===== src/rtl/accum_pkg.sv =====
// Shared types and helpers for the multi-channel accumulator.
package accum_pkg;

  typedef enum logic {
    OP_ADD   = 1'b0,
    OP_CLEAR = 1'b1
  } op_t;

  // Effective modulus: a zero limit stands for the full 2^width range.
  function automatic logic [32:0] meff(input logic [31:0] m, input int unsigned width);
    meff = (m == '0) ? (33'd1 << width) : {1'b0, m};
  endfunction

endpackage


===== src/rtl/accum_alu.sv =====
// Combinational next-value and flag for one accumulator channel.
module accum_alu
  import accum_pkg::*;
#(
  parameter int unsigned STEP_BIT = 5,
  parameter int unsigned CNT_BIT  = 12,
  parameter int unsigned INIT_CNT = 1
) (
  input  logic [CNT_BIT-1:0]  i_cnt,
  input  logic [STEP_BIT-1:0] i_k,
  input  op_t                 i_op,
  input  logic                i_sat,
  input  logic [CNT_BIT-1:0]  i_modulus,
  output logic [CNT_BIT-1:0]  o_cnt,
  output logic                o_flag
);

  localparam int unsigned W = CNT_BIT + 1;

  logic [W-1:0] w_sum;
  logic [W-1:0] w_meff;

  assign w_sum  = {1'b0, i_cnt} + W'(i_k);
  assign w_meff = W'(meff(32'(i_modulus), CNT_BIT));

  always_comb begin
    o_cnt  = i_cnt;
    o_flag = 1'b0;
    if (i_op == OP_CLEAR) begin
      o_cnt = CNT_BIT'(INIT_CNT);
    end else if (w_sum >= w_meff) begin
      // Also catches k=0 when the limit was lowered below the stored count.
      o_flag = 1'b1;
      o_cnt  = i_sat ? CNT_BIT'(w_meff - W'(1)) : CNT_BIT'(w_sum - w_meff);
    end else begin
      o_cnt = CNT_BIT'(w_sum);
    end
  end

endmodule


===== src/rtl/accum_mc.sv =====
// Multi-channel wrap/saturate accumulator with a registered valid/ready output stage.
module accum_mc
  import accum_pkg::*;
#(
  parameter int unsigned CHANNELS = 4,
  parameter int unsigned CH_BIT   = (CHANNELS > 1) ? $clog2(CHANNELS) : 1,
  parameter int unsigned STEP_BIT = 5,
  parameter int unsigned CNT_BIT  = 12,
  parameter int unsigned INIT_CNT = 1
) (
  input  logic                clk,
  input  logic                rst_n,
  input  logic                in_valid,
  output logic                in_ready,
  input  logic [CH_BIT-1:0]   in_ch,
  input  op_t                 in_op,
  input  logic [STEP_BIT-1:0] in_k,
  input  logic                in_sat,
  input  logic [CNT_BIT-1:0]  modulus,
  output logic                out_valid,
  input  logic                out_ready,
  output logic [CH_BIT-1:0]   out_ch,
  output logic [CNT_BIT-1:0]  out_cnt,
  output logic                out_flag
);

  typedef struct packed {
    logic [CH_BIT-1:0]  ch;
    logic [CNT_BIT-1:0] cnt;
    logic               flag;
  } result_t;

  logic [CNT_BIT-1:0] r_cnt [CHANNELS];
  result_t            r_out;
  logic               r_out_valid;

  logic               w_accept;
  logic               w_ch_ok;
  logic [CNT_BIT-1:0] w_cur;
  logic [CNT_BIT-1:0] w_nxt;
  logic               w_flag;

  assign in_ready = !r_out_valid || out_ready;
  assign w_accept = in_valid && in_ready;
  assign w_ch_ok  = 32'(in_ch) < CHANNELS;
  assign w_cur    = w_ch_ok ? r_cnt[in_ch] : '0;

  accum_alu #(
    .STEP_BIT(STEP_BIT),
    .CNT_BIT (CNT_BIT),
    .INIT_CNT(INIT_CNT)
  ) u_alu (
    .i_cnt    (w_cur),
    .i_k      (in_k),
    .i_op     (in_op),
    .i_sat    (in_sat),
    .i_modulus(modulus),
    .o_cnt    (w_nxt),
    .o_flag   (w_flag)
  );

  always_ff @(posedge clk or negedge rst_n) begin
    if (!rst_n) begin
      for (int i = 0; i < int'(CHANNELS); i++) begin
        r_cnt[i] <= CNT_BIT'(INIT_CNT);
      end
    end else if (w_accept && w_ch_ok) begin
      r_cnt[in_ch] <= w_nxt;
    end
  end

  // Out-of-range channels still produce a beat, carrying zeros.
  always_ff @(posedge clk or negedge rst_n) begin
    if (!rst_n) begin
      r_out_valid <= 1'b0;
      r_out       <= '0;
    end else if (w_accept) begin
      r_out_valid <= 1'b1;
      r_out.ch    <= in_ch;
      r_out.cnt   <= w_ch_ok ? w_nxt : '0;
      r_out.flag  <= w_ch_ok ? w_flag : 1'b0;
    end else if (out_ready) begin
      r_out_valid <= 1'b0;
    end
  end

  assign out_valid = r_out_valid;
  assign out_ch    = r_out.ch;
  assign out_cnt   = r_out.cnt;
  assign out_flag  = r_out.flag;

endmodule


===== config.mk =====
export PLATFORM = sky130hd
export DESIGN_NAME = accum_mc
export DESIGN_NICKNAME = d
export VERILOG_FILES = /design/src/rtl/accum_pkg.sv /design/src/rtl/accum_alu.sv /design/src/rtl/accum_mc.sv
export SDC_FILE = /design/constraint.sdc
export NUM_CORES = 1
export LEC_CHECK = 0
export ABC_AREA = 1
export CORE_ASPECT_RATIO = 0.9
export CORE_UTILIZATION = 62
export CTS_CLUSTER_DIAMETER = 150
export DETAILED_ROUTE_END_ITERATION = 12
export GPL_ROUTABILITY_DRIVEN = 0
export GPL_TIMING_DRIVEN = 1
export MAX_ROUTING_LAYER = met4
export PLACE_DENSITY = 0.95
export SYNTH_ARGS = -nofsm -noshare
export SYNTH_HDL_FRONTEND = slang
export SYNTH_SLANG_ARGS = --single-unit

===== constraint.sdc =====
create_clock -name clk -period 6.7 [get_ports clk]
set_input_delay 0.67 -clock clk [delete_from_list [all_inputs] [get_ports clk]]
set_output_delay 0.67 -clock clk [all_outputs]
set_load 0.005 [all_outputs]

==> results_dict.tcl, run 1 <==
set metrics [dict create \
    num-nets-final 718 \
    ios 42 \
    arrival_ps 5660 \
    postCtsSetupBuffers 0 \
    final_max_slew_viol_count 0 \
    clk_path_buf_depth 2 \
    cp_cell_sequence "clkdlybuf4s50_1 -> nor2_1 -> a22oi_1 -> o221ai_1 -> ha_1 -> fa_1 -> nand3_1 -> nand2_1 -> nand2_1 -> nand2_1 -> nand4_1 -> nand2_1 -> nand2_1 -> inv_1 -> ha_1 -> a21oi_1 -> o21ai_0 -> a21oi_1 -> nand3b_1 -> o21ai_0 -> o21ai_0" \
    die_w_um 90.1 \
    ir_drop_mv 0.243 \
    fillerInstances 486 \
    leakagePower_nw 2.62 \
    htreeDepth 3 \
    drive_above_1_share 0.0606 \
    synth_cell_types 36 \
    ys_seq_area_frac 0.371 \
    p_per_area_nw_per_um2 309 \
    area.growth.synth_to_final_pct 14.7 \
    path_buf_inv 2 \
    cts_tree "done" \
    grt_remaining_overflow 0 \
    num_rows 28 \
    yosys_most_used_dff "dfrtp_1" \
    ys_top_cells_by_area "dfrtp_1 35%, nand2_1 21%, o21ai_0 5.8%" \
    crit_fanout 15 \
    ys_seq_elements 64 \
    startpoint_type "input port" \
    final-hold-violation-count 0 \
    initial_core_util 0.651 \
    fin_worst_skew_ps 7.03 \
    grt_max_degree 65 \
    min_path_type "in2async" \
    grt_pass1_wl_um 19700 \
    cp.required_ps 6910 \
    diodes 0 \
    cpMostUsedCell "nand2_1" \
    total_power_w 0.00154 \
    finalSetupTns_ps 0 \
    cts_resized 0 \
    fin_area_um2 4970 \
    core_um2 6660 \
    slowest_delay_ps 800 \
    clockRootBuffer "clkbuf_8" \
    synth_top_area_share 0.346 \
    crit_family "compound AO/OA/AOI/OAI gates" \
    crit_type "in2reg" \
    async_flop_share 1.00 \
    drc 0 \
    fmax_ghz 0.184 \
    die_area_um2 7330 \
    endpoint_kind "flip-flop" \
    slew_headroom 0.484 \
    tightest_slew_ps 774 \
    drt_iter0_drc 710 \
    setup_viol 0 \
    antenna_found_initial 0 \
    synth.most_common_cell "nand2_1" \
    dp_hpwl_um 8890 \
    rsz0062_at_grt "no" \
    syn_avg_cell_area_um2 6.86 \
    ys_warn_count 0 \
    synth_commonest_cells "248 x nand2_1, 66 x inv_1, 60 x dfrtp_1" \
    worstSkewPairLatency_ps 350 \
    period_needed_ps 5450 \
    first_pass_iters 5 \
    synth-edff-count 0 \
    cts_hold_buf 0 \
    avgRoutedWirePerCell_um 15.6 \
    status "complete, no violations" \
    yosys.area.top_type "dfrtp_1" \
    slowest_stage "clkdlybuf4s50_1" \
    holdWs_ps 480 \
    synth_cells 632 \
    io_buffers 41 \
    syn-cell-area_um2 4330 \
    tritoncts.num_buffers 9 \
    syn-num-nets 678 \
    cts.sinks 64 \
    period_share 0.813 \
    wl_um 11900 \
    drt-vias-per-instance 6.00 \
    antenna_left 0 \
    cts.clk_slew.worst_paths_ps 70 \
    grt_usage 0.355 \
    cap_violations 0 \
    die_h_um 81.3 \
    place_area_um2 4800 \
    vias 4601 \
    grt_pass1_vias 4170 \
]
[where the power goes]
part	switching (W)	leakage (nW)	internal [W]
logic	0.000435	1.69	0.000255
clock network	0.000149	0.0813	0.000143
registers	0.0000649	0.848	0.000491
total	0.000649	2.62	0.000889
[registers in the layout, indices dropped and copies added (netlist names)]
register and flops:
out_ch 2, out_valid 1, r_cnt 48, out_flag 1, out_cnt 12
[layout make-up]
type,count,area [um2],area share
sequential,64,1610,0.323
clock inverter,5,32.5,0.00654
clock buffer,11,141,0.0284
inverter,71,268,0.0539
tap,90,113,0.0226
timing repair buffer,43,420,0.0845
multi-input combinational,483,2390,0.481
[cell usage in the layout (no fill, tap or decap)]
| cell | n |
|---|---|
| buf_2 | 1 |
| o211ai_1 | 5 |
| nand3_1 | 35 |
| o221ai_1 | 1 |
| o21ai_1 | 1 |
| o21bai_1 | 2 |
| o21ai_0 | 50 |
| clkbuf_1 | 1 |
| o22ai_1 | 1 |
| clkdlybuf4s50_1 | 40 |
| o21a_1 | 1 |
| nand3b_1 | 4 |
| xor2_1 | 6 |
| nor3_1 | 4 |
| a22oi_1 | 6 |
| buf_4 | 2 |
| dfrtp_1 | 60 |
| a21oi_1 | 19 |
| and2_1 | 1 |
| clkinvlp_4 | 3 |
| nand2_2 | 4 |
| nor4_1 | 1 |
| clkbuf_8 | 10 |
| nor3_2 | 1 |
| clkinv_2 | 3 |
| dfstp_2 | 4 |
| ha_1 | 19 |
| o31ai_1 | 1 |
| nor2_2 | 2 |
| nand4_1 | 27 |
| nor2_1 | 35 |
| fa_1 | 2 |
| inv_2 | 4 |
| inv_1 | 66 |
| nor2_4 | 3 |
| nand2_1 | 248 |
| nand3_2 | 2 |
| or2_2 | 2 |
[kinds of logic after synthesis]
| logic type | after synthesis | share of synthesized area |
|---|---|---|
| DFF | 64 | 0.371 |
| xor gates and xnor gates | 6 | 0.0121 |
| and+or+nand+nor | 369 | 0.365 |
| AOI/OAI and AO/OA | 87 | 0.110 |
| adders and majority gates | 21 | 0.0641 |
| buffers and inverters | 85 | 0.0777 |
[stage by stage]
step / setup slack, ps / cells / util
2_1_floorplan: 2770 / 632 / -
3_3_place_gp: 1290 / 751 / 0.721
3_5_place_dp: 1010 / 751 / 0.721
4_1_cts: 1370 / 767 / 0.747
5_1_grt: 768 / 767 / 0.747
6_report: 1250 / 767 / 0.747
[worst paths after layout]
check	startpoint	endpoint	slack, ps	cells after the start
setup / recovery	in_ch[0]	r_cnt[14]	1250	21
hold / removal	rst_n	out_cnt[8]	480	2
setup reg to reg	r_cnt[36]	r_cnt[14]	2300	19
hold reg to reg	out_cnt[11]	out_cnt[11]	480	2
max in group asynchronous	rst_n	r_cnt[16]	5710	2
min in group clk	out_cnt[11]	out_cnt[11]	480	2
[metal layers]
| metal | part of all wire | GRT usage | up-vias |
|---|---|---|---|
| met3 | 0.080 | 0.0599 | 43 |
| met4 | 0.031 | 0.160 | 0 |
| met5 | 0 | - | - |
| met1 | 0.42 | 0.461 | 2173 |
| met2 | 0.47 | 0.553 | 255 |
| li1 | - | - | 2130 |
No activity file was read; power rests on OpenSTA's default activity.
==> inputs of run 2 (changes only) <==
- CORE_UTILIZATION: 62 -> 58
- PLACE_DENSITY: 0.95 -> 0.91
- clock period: 6.7 -> 5.1 ns (I/O delays scaled with it)
==> run 2 against run 1 <==
Against the previous run:
- power grew 39%
- sequential power grew 31%
- final cell count grew 1.2%
- non-clock buffer count increased by 6
- die area increased by 6.7%
==> results_dict.tcl, run 2 (synthesis results as in run 1) <==
set metrics [dict create \
    final_common_cell "nand2_1" \
    grt_pass1_vias 4273 \
    worstSkewPairLatency_ps 350 \
    antenna_found_initial 0 \
    num-nets-final 724 \
    htreeDepth 3 \
    cap_violations 0 \
    drt-vias-per-instance 5.77 \
    cp.required_ps 5330 \
    startpoint_type "input port" \
    period_share 0.908 \
    leakagePower_nw 2.69 \
    num_rows 29 \
    avgRoutedWirePerCell_um 15.3 \
    utilization 0.710 \
    finalSetupTns_ps 0 \
    cts.sinks 64 \
    die_area_um2 7820 \
    antenna_left 0 \
    arrival_ps 4860 \
    grt_pass1_wl_um 19800 \
    drive_above_1_share 0.0673 \
    fillerInstances 581 \
    fmax_ghz 0.216 \
    fin_worst_skew_ps 12.1 \
    dp_slack_ps 88.3 \
    initial_core_util 0.606 \
    endpoint_kind "flip-flop" \
    diodes 0 \
    ios 42 \
    grt_usage 0.331 \
    die_w_um 93.1 \
    crit_type "in2reg" \
    core_um2 7150 \
    slowest_stage "clkdlybuf4s50_1" \
    drt_iter0_drc 402 \
    final-hold-violation-count 0 \
    setup_viol 0 \
    total_power_w 0.00213 \
    slowest_delay_ps 540 \
    grt_max_degree 65 \
    grt_remaining_overflow 0 \
    drc 0 \
    final_cell_mix "248 x nand2_1, 66 x inv_1, 60 x dfrtp_1" \
    slew_headroom 0.476 \
    tritoncts.num_buffers 9 \
    top_register "r_cnt" \
    crit_fanout 11 \
    ir_drop_mv 0.269 \
    cts.clk_slew.worst_paths_ps 80 \
    die_h_um 84.0 \
    first_pass_iters 7 \
    dp_hpwl_um 8750 \
    period_needed_ps 4630 \
    min_path_type "in2async" \
    place_area_um2 4840 \
    status "complete, no violations" \
    fin_area_um2 5080 \
    tightest_slew_ps 787 \
    setup_ws_ps 470 \
    clk_path_buf_depth 2 \
    final_max_slew_viol_count 0 \
    vias 4476 \
    cts_tree "done" \
    wl_um 11900 \
    p_per_area_nw_per_um2 420 \
    rsz0062_at_grt "no" \
    area.growth.synth_to_final_pct 17.1 \
    cpMostUsedCell "nand2_1" \
    largest_reg_flops 48 \
    clockRootBuffer "clkbuf_8" \
    io_buffers 41 \
]
## run 2: cell types whose count changed in the layout (fill, tap and decap cells not counted)
cell / previous run / this run
buf_4: 2 / 8
clkinvlp_4: 3 / 0
bufinv_16: 0 / 2
clkbuf_1: 1 / 2
clkbuf_8: 10 / 11
clkinv_2: 3 / 2
nor2_2: 2 / 1
nor2_4: 3 / 4
## run 2: final timing paths
kind                             from         end  slack [ps]  depth (start not counted)
setup / recovery             in_ch[0]    r_cnt[7]         470                         25
hold / removal                  rst_n   r_cnt[19]         320                          2
setup reg to reg            r_cnt[36]    r_cnt[7]        1090                         22
hold reg to reg            out_cnt[0]  out_cnt[0]         480                          2
max in group asynchronous       rst_n    r_cnt[4]        4250                          2
min in group clk           out_cnt[0]  out_cnt[0]         480                          2
## run 2: worst max-delay path, delay by kind of cell
kind | cells | cell delay, ps
AO/OA/AOI/OAI | 2 | 320
XOR/XNOR | 1 | 220
adder cells (fa/ha/maj) | 3 | 1020
buffers and inverters | 6 | 1240
AND/OR/NAND/NOR | 13 | 1530
## run 2: cell type report
cell class	instances	area, um2	share of cell area
sequential	64	1610	0.316
timing repair buffer	49	465	0.0917
clock inverter	3	65.1	0.0128
tap	93	116	0.0229
clock buffer	13	159	0.0313
inverter	71	268	0.0527
multi-input combinational	483	2400	0.472
## run 2: metrics by stage
| step | hold slack, ps | cells |
|---|---|---|
| CTS | 365 | 775 |
| finish | 325 | 776 |
| global placement | 458 | 759 |
| detailed placement | 469 | 759 |
| floorplan | 214 | 632 |
| global route | 419 | 776 |
## run 2: timing repair
item,in CTS,in global routing
setup endpoints to repair,0,18
resized for setup,0,1
setup buffers,0,1
hold buffers,0,0
## run 2: routing by layer
metal	vias up	global-route usage	wire length, um
met5	-	-	0
met4	0	0.0951	171
met1	2049	0.429	4900
li1	2148	-	-
met2	249	0.520	5670
met3	30	0.0747	1110
## run 2: power by group
part           switching, W  total, W  leakage (nW)  internal, W
Sequential        0.0000815  0.000727         0.848     0.000645
Combinational      0.000569  0.000910          1.72     0.000341
Clock              0.000195  0.000496         0.114     0.000302
Total              0.000845   0.00213          2.69      0.00129
